[src/rtl/light_routine_pkg.sv]
// Shared definitions for the LED light routine generator.
//   mode_e      : routine mode encodings driven on the Mode port
//   SEG_LUT     : active-low seven-segment patterns {g,f,e,d,c,b,a} for 0..F
//   seg_decode  : table lookup helper used by every digit decoder
package light_routine_pkg;

  typedef enum logic [1:0] {
    MODE_BOUNCE = 2'b00,
    MODE_ROTATE = 2'b01,
    MODE_FILL   = 2'b10,
    MODE_HOLD   = 2'b11
  } mode_e;

  localparam logic [6:0] SEG_LUT [16] = '{
    7'h40, 7'h79, 7'h24, 7'h30, 7'h19, 7'h12, 7'h02, 7'h78,
    7'h00, 7'h10, 7'h08, 7'h03, 7'h46, 7'h21, 7'h06, 7'h0E
  };

  function automatic logic [6:0] seg_decode(input logic [3:0] digit);
    return SEG_LUT[digit];
  endfunction

endpackage

[src/rtl/light_routine_gen_led_sweeper.sv]
// led_sweeper: one LED channel of the light routine.
//   Clock, Reset  : rising-edge clock, synchronous active-high reset
//   step          : advance the pattern this edge
//   mode_change   : mode differs from the one used on the previous step
//   mode          : current routine mode
//   pattern       : registered LED pattern, 1 = lit
// START_MSB=0 puts the bar at the LSB end moving up (rotates left, fills from
// the LSB); START_MSB=1 mirrors all of that from the MSB end.
module led_sweeper
  import light_routine_pkg::*;
#(
  parameter int WIDTH     = 8,
  parameter int BAR_LEN   = 4,
  parameter bit START_MSB = 1'b0
) (
  input  logic             Clock,
  input  logic             Reset,
  input  logic             step,
  input  logic             mode_change,
  input  mode_e            mode,
  output logic [WIDTH-1:0] pattern
);

  localparam logic [WIDTH-1:0] BAR_LO   = {{(WIDTH-BAR_LEN){1'b0}}, {BAR_LEN{1'b1}}};
  localparam logic [WIDTH-1:0] BAR_HI   = {{BAR_LEN{1'b1}}, {(WIDTH-BAR_LEN){1'b0}}};
  localparam logic [WIDTH-1:0] BAR_INIT = START_MSB ? BAR_HI : BAR_LO;
  localparam logic [WIDTH-1:0] ALL_ONES = {WIDTH{1'b1}};
  localparam logic [WIDTH-1:0] MSB_ONE  = {1'b1, {(WIDTH-1){1'b0}}};
  localparam logic [WIDTH-1:0] LSB_ONE  = {{(WIDTH-1){1'b0}}, 1'b1};
  // up = moving toward the MSB
  localparam logic             INIT_UP  = START_MSB ? 1'b0 : 1'b1;

  logic [WIDTH-1:0] pattern_r;
  logic             up_r;
  logic [WIDTH-1:0] shl_s;
  logic [WIDTH-1:0] shr_s;
  logic [WIDTH-1:0] nxt_pat_s;
  logic             nxt_up_s;

  // Fill starts empty; every other mode starts from the bar.
  function automatic logic [WIDTH-1:0] reload_pat(input mode_e m);
    if (m == MODE_FILL) return {WIDTH{1'b0}};
    else return BAR_INIT;
  endfunction

  // Next-pattern selection for one step.
  always_comb begin
    shl_s     = {pattern_r[WIDTH-2:0], 1'b0};
    shr_s     = {1'b0, pattern_r[WIDTH-1:1]};
    nxt_pat_s = pattern_r;
    nxt_up_s  = up_r;
    if (mode_change) begin
      nxt_pat_s = reload_pat(mode);
      nxt_up_s  = INIT_UP;
    end else begin
      case (mode)
        MODE_BOUNCE: begin
          // Direction flips once the bar has reached the end bit.
          if (up_r) begin
            nxt_pat_s = shl_s;
            nxt_up_s  = ~shl_s[WIDTH-1];
          end else begin
            nxt_pat_s = shr_s;
            nxt_up_s  = shr_s[0];
          end
        end
        MODE_ROTATE: begin
          if (START_MSB) nxt_pat_s = {pattern_r[0], pattern_r[WIDTH-1:1]};
          else           nxt_pat_s = {pattern_r[WIDTH-2:0], pattern_r[WIDTH-1]};
        end
        MODE_FILL: begin
          if (pattern_r == ALL_ONES) nxt_pat_s = {WIDTH{1'b0}};
          else if (START_MSB)        nxt_pat_s = shr_s | MSB_ONE;
          else                       nxt_pat_s = shl_s | LSB_ONE;
        end
        MODE_HOLD: nxt_pat_s = pattern_r;
        default:   nxt_pat_s = pattern_r;
      endcase
    end
  end

  // Pattern and direction registers.
  always_ff @(posedge Clock) begin
    if (Reset) begin
      pattern_r <= reload_pat(mode);
      up_r      <= INIT_UP;
    end else if (step) begin
      pattern_r <= nxt_pat_s;
      up_r      <= nxt_up_s;
    end
  end

  assign pattern = pattern_r;

endmodule

[src/rtl/light_routine_gen.sv]
// light_routine_gen: moving-bar LED routine with cascaded seven-segment counter.
//   Clock, Reset : rising-edge clock, synchronous active-high reset
//   Enable       : step gate, low freezes everything including the prescaler
//   Mode         : 00 bounce, 01 rotate, 10 fill, 11 hold
//   LedRed/LedGrn: registered LED patterns, 1 = lit
//   Count        : registered digit values, digit 0 in [3:0]
//   Segments     : active-low {g..a} per digit, decoded from Count
//   Done         : one-cycle pulse after the last step of each routine period
module light_routine_gen
  import light_routine_pkg::*;
#(
  parameter int NUM_RED     = 10,
  parameter int NUM_GRN     = 8,
  parameter int BAR_LEN     = 4,
  parameter int NUM_DIGITS  = 4,
  parameter int DIGIT_MOD   = 16,
  parameter int PRESCALE    = 1,
  parameter int ROUTINE_LEN = 24
) (
  input  logic                    Clock,
  input  logic                    Reset,
  input  logic                    Enable,
  input  logic [1:0]              Mode,
  output logic [NUM_RED-1:0]      LedRed,
  output logic [NUM_GRN-1:0]      LedGrn,
  output logic [4*NUM_DIGITS-1:0] Count,
  output logic [7*NUM_DIGITS-1:0] Segments,
  output logic                    Done
);

  localparam int PRE_W  = (PRESCALE > 1) ? $clog2(PRESCALE) : 1;
  localparam int STEP_W = (ROUTINE_LEN > 1) ? $clog2(ROUTINE_LEN) : 1;
  localparam logic [PRE_W-1:0]  PRE_LAST   = PRE_W'(PRESCALE - 1);
  localparam logic [STEP_W-1:0] STEP_LAST  = STEP_W'(ROUTINE_LEN - 1);
  localparam logic [3:0]        DIGIT_LAST = 4'(DIGIT_MOD - 1);

  mode_e                   mode_s;
  mode_e                   prev_mode_r;
  logic                    mode_change_s;
  logic                    step_s;
  logic [PRE_W-1:0]        pre_r;
  logic [STEP_W-1:0]       step_cnt_r;
  logic [4*NUM_DIGITS-1:0] count_r;
  logic [4*NUM_DIGITS-1:0] count_nxt_s;
  logic                    carry_s;
  logic                    done_r;

  assign mode_s        = mode_e'(Mode);
  assign step_s        = Enable && (pre_r == PRE_LAST);
  assign mode_change_s = (mode_s != prev_mode_r);

  // Ripple-increment of the digit chain; a digit only moves when all lower digits wrap.
  always_comb begin
    count_nxt_s = count_r;
    carry_s     = 1'b1;
    for (int k = 0; k < NUM_DIGITS; k++) begin
      if (carry_s) begin
        if (count_r[4*k +: 4] == DIGIT_LAST) begin
          count_nxt_s[4*k +: 4] = 4'd0;
        end else begin
          count_nxt_s[4*k +: 4] = count_r[4*k +: 4] + 4'd1;
          carry_s               = 1'b0;
        end
      end else begin
        count_nxt_s[4*k +: 4] = count_r[4*k +: 4];
      end
    end
  end

  // Prescaler: free-runs 0..PRESCALE-1 while enabled.
  always_ff @(posedge Clock) begin
    if (Reset)                pre_r <= {PRE_W{1'b0}};
    else if (Enable) begin
      if (pre_r == PRE_LAST)  pre_r <= {PRE_W{1'b0}};
      else                    pre_r <= pre_r + 1'b1;
    end
  end

  // Step counter, digit chain and last-seen mode advance only on a step.
  always_ff @(posedge Clock) begin
    if (Reset) begin
      step_cnt_r  <= {STEP_W{1'b0}};
      count_r     <= {(4*NUM_DIGITS){1'b0}};
      prev_mode_r <= mode_s;
    end else if (step_s) begin
      if (step_cnt_r == STEP_LAST) step_cnt_r <= {STEP_W{1'b0}};
      else                         step_cnt_r <= step_cnt_r + 1'b1;
      count_r     <= count_nxt_s;
      prev_mode_r <= mode_s;
    end
  end

  // Done is re-evaluated every cycle so it is exactly one cycle wide regardless of Enable.
  always_ff @(posedge Clock) begin
    if (Reset) done_r <= 1'b0;
    else       done_r <= step_s && (step_cnt_r == STEP_LAST);
  end

  // Per-digit seven-segment decode of the registered count.
  always_comb begin
    Segments = {(7*NUM_DIGITS){1'b0}};
    for (int k = 0; k < NUM_DIGITS; k++) begin
      Segments[7*k +: 7] = seg_decode(count_r[4*k +: 4]);
    end
  end

  led_sweeper #(.WIDTH(NUM_GRN), .BAR_LEN(BAR_LEN), .START_MSB(1'b0)) u_grn (
    .Clock       (Clock),
    .Reset       (Reset),
    .step        (step_s),
    .mode_change (mode_change_s),
    .mode        (mode_s),
    .pattern     (LedGrn)
  );

  led_sweeper #(.WIDTH(NUM_RED), .BAR_LEN(BAR_LEN), .START_MSB(1'b1)) u_red (
    .Clock       (Clock),
    .Reset       (Reset),
    .step        (step_s),
    .mode_change (mode_change_s),
    .mode        (mode_s),
    .pattern     (LedRed)
  );

  assign Count = count_r;
  assign Done  = done_r;

endmodule

[config.mk]
export PLATFORM = sky130hd
export DESIGN_NAME = light_routine_gen
export DESIGN_NICKNAME = d
export VERILOG_FILES = /design/src/rtl/light_routine_pkg.sv /design/src/rtl/light_routine_gen_led_sweeper.sv /design/src/rtl/light_routine_gen.sv
export SDC_FILE = /design/constraint.sdc
export NUM_CORES = 1
export LEC_CHECK = 0
export BUFFER_PORTS_ARGS = -buffer_cell sky130_fd_sc_hd__buf_4
export CORE_MARGIN = 5
export CORE_UTILIZATION = 40
export CTS_BUF_LIST = sky130_fd_sc_hd__clkbuf_2 sky130_fd_sc_hd__clkbuf_4 sky130_fd_sc_hd__clkbuf_8
export DETAILED_ROUTE_END_ITERATION = 6
export PLACE_DENSITY = 0.65
export SYNTH_ARGS = -nofsm -noshare
export SYNTH_HDL_FRONTEND = slang
export SYNTH_SLANG_ARGS = --single-unit
[constraint.sdc]
create_clock -name Clock -period 4.6 [get_ports Clock]
set_input_delay 0.69 -clock Clock [delete_from_list [all_inputs] [get_ports Clock]]
set_output_delay 0.69 -clock Clock [all_outputs]
set_load 0.01 [all_outputs]
* Word-level counts from Yosys, hierarchy flattened
Memories as Yosys holds them, arrays and structs flattened.
Cells that the tools add are included.
** Word-level totals
- Bits of input ports :: 5
- Memories :: 4
- Memory bits (read-only) :: 448
- Latch bits :: 0
- Bits in writable memories :: 0
- Output and inout bits :: 63
- Register bits after elaboration :: 45
- Word-level logic and storage cells :: 96
** Memories
- (name not given) :: depth 16, bits a word 7, rd ports 1, clocked after Yosys merged registers in 0, wr ports 0, RTL line light_routine_pkg.sv:20 : return SEG_LUT[digit];
- (name not given) :: depth 16, bits a word 7, rd ports 1, clocked after Yosys merged registers in 0, wr ports 0, RTL line light_routine_pkg.sv:20
- (name not given) :: depth 16, bits a word 7, rd ports 1, clocked after Yosys merged registers in 0, wr ports 0, RTL line light_routine_pkg.sv:20
- (name not given) :: depth 16, bits a word 7, rd ports 1, clocked after Yosys merged registers in 0, wr ports 0, RTL line light_routine_pkg.sv:20
** Cells by class
- Add/subtract/negate cells :: 6
- $lt $le $gt $ge :: 4
- Bitwise operators :: 7
- Equal/unequal tests :: 12
- Multiply operators :: 0
- Shifts and indexed selects :: 0
- Muxes and demuxes :: 41
- Reduce and logical (&&, ||, !) cells :: 10
- Div/mod/pow operators :: 0
** Operators by type and width (count)
- two-way mux 10 bit :: 6
- two-way mux 7 bit :: 8
- two-way mux 8 bit :: 5
- one-hot mux 10 bit (3 select lines) :: 1
- one-hot mux 8 bit (3 select lines) :: 1
- greater-or-equal comparator 5 bit (second input constant) :: 4
- two-way mux 4 bit :: 5
- inverter 4 -> 5 bit :: 4
- adder 4 x 1 -> 4 bit (second input constant) :: 4
- equality test 4 bit (second input constant) :: 4
- two-way mux 1 bit :: 12
- equality test 10 bit (second input constant) :: 1
- AND reduction 2 bit :: 5
- equality test 8 bit (second input constant) :: 1
- adder 5 x 1 -> 5 bit (second input constant) :: 1
- equality test 5 bit (second input constant) :: 1
- two-way mux 5 bit :: 1
- equality test 2 bit (second input constant) :: 2
- two-way mux 2 bit :: 2
- nonzero test 2 bit :: 2
- inequality test 3 bit (second input constant) :: 1
- inverter 1 bit :: 3
- equality test 2 x 1 -> 1 bit (second input constant) :: 1
- logical AND 1 bit :: 2
- other kinds (3) :: 3

* Logic depth before layout (Yosys ltp)
- Depth in word-level cells :: 6
- Mapped depth :: 6
- Depth with buffers taken out :: 5

* Hierarchy
A second synthesis with hierarchy kept.
** Unflattened totals
- Cells, all modules :: 393
- Area total of the unflattened synthesis :: 3443.3 um2
** Modules (own cells, without submodules)
- light_routine_gen :: instances 1, area each 2109.5 um2, cells an instance 265, sequential area each 500.5 um2
- led_sweeper at u_grn :: instances 1, area each 704.4 um2, cells an instance 70, sequential area each 260.2 um2
- led_sweeper at u_red :: instances 1, area each 629.4 um2, cells an instance 58, sequential area each 320.3 um2

* Worst setup path after synthesis
No wires, ideal clock.
- Path kind :: input port to flip-flop
- Start :: input port Reset
- End :: register u_grn.pattern_r[0], in the netlist u_grn.pattern[0] (enable)
- Setup slack :: 1644 ps
- Data arrival time :: 2535 ps
- Required time :: 4179 ps
- Stages on the path :: 3
- Library setup time :: 421 ps
- Cell sequence :: clkbuf_1 and3b_1 a21boi_0
** Between the ends
- Word-level cells in the longest chain between the ends :: 2
- Elaborated cells on any way between the ends :: 3
- Classes of those cells :: eq/ne: 1; reduce/logical: 2
** RTL lines
- from (decl) :: RTL line light_routine_gen.sv:21 : input logic Reset,
- inequality test 3 bit (no source line) or nonzero test 2 bit (tied branches)
- AND reduction 2 bit (no source line) *
- to (signal assigned) :: RTL line light_routine_gen_led_sweeper.sv:85 : pattern_r <= reload_pat(mode);
- to (signal assigned) :: RTL line light_routine_gen_led_sweeper.sv:88 : pattern_r <= nxt_pat_s;
- to (decl) :: RTL line light_routine_gen_led_sweeper.sv:33 : logic [WIDTH-1:0] pattern_r;
Every way passes the cells marked *; elsewhere a longest branch is shown, timed or not.
A chain may end at the register's enable or synchronous reset.

* Worst setup path after layout
- Start :: register count_r[8], in the netlist Count[8]
- End :: output port Segments[17]
** Between the ends
- Word-level cells in the longest chain between the ends :: 4
** RTL lines
- from (decl) :: RTL line light_routine_gen.sv:43 : logic [4*NUM_DIGITS-1:0] count_r;
- from (signal assigned) :: RTL line light_routine_gen.sv:83 : count_r <= {(4*NUM_DIGITS){1'b0}};
- from (signal assigned) :: RTL line light_routine_gen.sv:88 : count_r <= count_nxt_s;
- inverter 4 -> 5 bit (implied by the code) :: RTL line light_routine_pkg.sv:20
- memory read (16 x 7 bit)
- two-way mux 7 bit (implied by the code) (2 in a row) :: RTL line light_routine_pkg.sv:20
- to (decl) :: RTL line light_routine_gen.sv:27 : output logic [7*NUM_DIGITS-1:0] Segments,
No other way between the ends. The select of a mux whose other input is x is not followed.

==> metrics.cfg <==
[run_status]
outcome = completed

[timing]
worstMarginPinSlew_ps = 687
fmaxAchievable_mhz = 377
rsz0062_at_grt = false
drv_slew = 0
holdWs_ps = 492
finalClockSkew_ps = 7.96
final_hold_viol_count = 0
min_period_ps = 2660
setup_tns_ps = 0
layout_setup_ws_ps = 1940
period_share_pct = 57.7
slew-limit-headroom_pct = 54.2
setup_viol = 0

[cts]
cts_tree = done
htreeDepth = 2
cts_root_buffer = clkbuf_8
clock-sinks = 44
cts_resized = 0
cts_buffers = 5
clk_pin_slew_worst_paths_ps = 90
clock_tree.buffer_depth = 2
holdBufCountCts = 0
clock_latency_ps = 300
post_cts_buffers = 0

[logic_synthesis]
synth_edf_count = 20
syn_nets = 394
yosysSeqAreaShare_pct = 34.8
synth_cell_types = 51
synth_area_leaders = edfxtp_1 19%, dfxtp_1 15%, ha_1 12%, a21oi_1 6.3%, nand2_1 5.1%
syn_area_per_cell_um2 = 8.62
yosysTopAreaCell = edfxtp_1
synth_ff_type = dfxtp_1
ys_async_sr_fraction_pct = 0
synth_cells = 360
yosys_warnings = 0
synth.ff_latch_count = 44
netlist.area_leader.share_pct = 19.3
synthesis.area_mm2 = 0.00310

[placed_design]
port_buffers = 67
dp.cells = 510
place_congestion = 0.881
pre_cts_ws_ps = 2210
hpwl_um = 5110

[critical_path]
crit_path_frequent_cell = inv_1
startpoint_type = flop
end_kind = primary output
crit_fanout = 9
cp_cell_sequence = inv_1 > ha_1 > inv_1 > mux4_2 > buf_4
worst_r2r_path_depth = 5
path_class = flop to primary output
cp.required_ps = 3910
cp.arrival_ps = 1970
cp_slowest_stage_delay_ps = 500
cpMaxStageDelayCell = dfxtp_1

[floorplanning]
die_w_um = 98.1
fp.dieArea_mm2 = 0.00962
io_pins = 68
chipHeight_um = 98.1
start_util_pct = 40.6
fp-row-count = 32
core_mm2 = 0.00765

[job]
cap_viol_max_count = 0

[finish]
layout-drive-gt1-share_pct = 20.0
syn2layout_area_growth_pct = 21.5
nets = 449
fillers = 733
diodes = 0
layout.cells.non_filler = 518

[power]
max-vdd-ir-drop_uv = 111
powerDensity_mw_per_mm2 = 234
p_leak_nw = 1.50
power_mw = 0.881

[route]
drc = 0
num_vias = 2781
viasPerCell = 5.37
ant_nets = 0
drt_wl_total_um = 7140
drtIter0Drc = 97
dr.pass1.iters = 4
route.detailed.wl_per_inst_um = 13.8

[hold_path]
hold_class = flop to flop
whs_path_depth = 2

[global_routing]
antenna_found_initial = 0
grt_overflow_total = 0
grt_pass1_wl_um = 12000
track_usage_pct = 14.8
grt_pass1_vias = 2611
grt_start_max_net_pins = 28

==> power by group <==
part           total, mW  internal, mW  switching [mW]  leakage, nW
registers          0.459         0.433          0.0258        0.401
clock network      0.294         0.160           0.134       0.0503
logic              0.128        0.0595          0.0684         1.05
total              0.881         0.653           0.228         1.50
==> critical path: cells and delay by family (launching register included) <==
kind	cells	cell delay [ps]
adders and majority gates	1	340
muxes	1	460
buffers and inverters	3	390
DFF	1	500
==> final cells by class <==
| type | count | area, um^2 | share of cell area [%] |
|---|---|---|---|
| multi-input combinational | 282 | 1890 | 50.1 |
| sequential | 44 | 1080 | 28.7 |
| timing repair buffer | 68 | 510 | 13.5 |
| tap | 102 | 128 | 3.38 |
| clock buffer | 5 | 68.8 | 1.82 |
| inverter | 14 | 52.6 | 1.39 |
| clock inverter | 3 | 42.5 | 1.13 |
==> cell usage in the layout (no fill, tap or decap), types with 14 or more instances in the layout <==
master | netlist | final
edfxtp_1 | 20 | 20
nand2_1 | 42 | 42
a21oi_1 | 39 | 39
dfxtp_1 | 24 | 24
buf_4 | 0 | 68
ha_1 | 29 | 29
o21ai_0 | 22 | 22
nor2_1 | 24 | 24
inv_1 | 14 | 14
==> metal layers <==
layer,global-route usage (%),up-vias,share of wire [%]
met5,0,-,0
met1,18.2,1311,46
li1,-,1402,-
met2,25.4,61,48
met3,3.79,7,4.9
met4,4.26,0,1.2
==> through the flow <==
step / utilization (%) / instance area, um^2
floorplan: - / 3100
global placement: 47.9 / 3660
detailed placement: 47.9 / 3660
CTS: 49.3 / 3770
global route: 49.3 / 3770
finish: 49.3 / 3770
==> path summary, 6_finish.rpt <==
| kind | startpoint | end | slack [ps] |
|---|---|---|---|
| min | step_cnt_r[3] | step_cnt_r[3] | 490 |
| max | Count[8] | Segments[17] | 1940 |
| min reg2reg | step_cnt_r[3] | step_cnt_r[3] | 490 |
| max reg2reg | Count[0] | Count[15] | 2420 |
==> cells in the mapped netlist, types with 2 or more instances <==
cell,count
a221o_1,7
ha_1,29
xnor2_1,5
nand2_1,42
xor2_1,4
mux2i_1,8
o21a_1,2
inv_1,14
a21boi_0,2
a21oi_1,39
nand3_1,13
dfxtp_1,24
nor2b_1,8
edfxtp_1,20
and3_1,3
and2_1,2
nand2b_1,13
nor2_1,24
buf_2,6
clkbuf_1,11
or4_1,3
nand3b_1,4
buf_1,3
nor3b_1,4
a21o_1,3
nand4_1,5
o21ai_0,22
a22o_1,4
nor3_1,8
mux4_2,2
a31oi_1,6
==> flip-flops by register name, indices dropped and copies added (netlist names) <==
name and count:
u_red.up_r 1, Count 16, Done 1, u_grn.pattern 8, u_grn.up_r 1, step_cnt_r 5, u_red.pattern 10, prev_mode_r 2
==> cell families after synthesis <==
kind of cell             after synthesis  share of synthesized area (%)
flip-flops                            44                           34.8
buffers and inverters                 34                           4.35
AO/OA/AOI/OAI                         95                           18.8
multiplexers                          10                           4.03
AND/OR/NAND/NOR                      139                           23.7
XOR/XNOR                               9                           2.54
adder cells (fa/ha/maj)               29                           11.7
(Power assumes the default switching activity.)
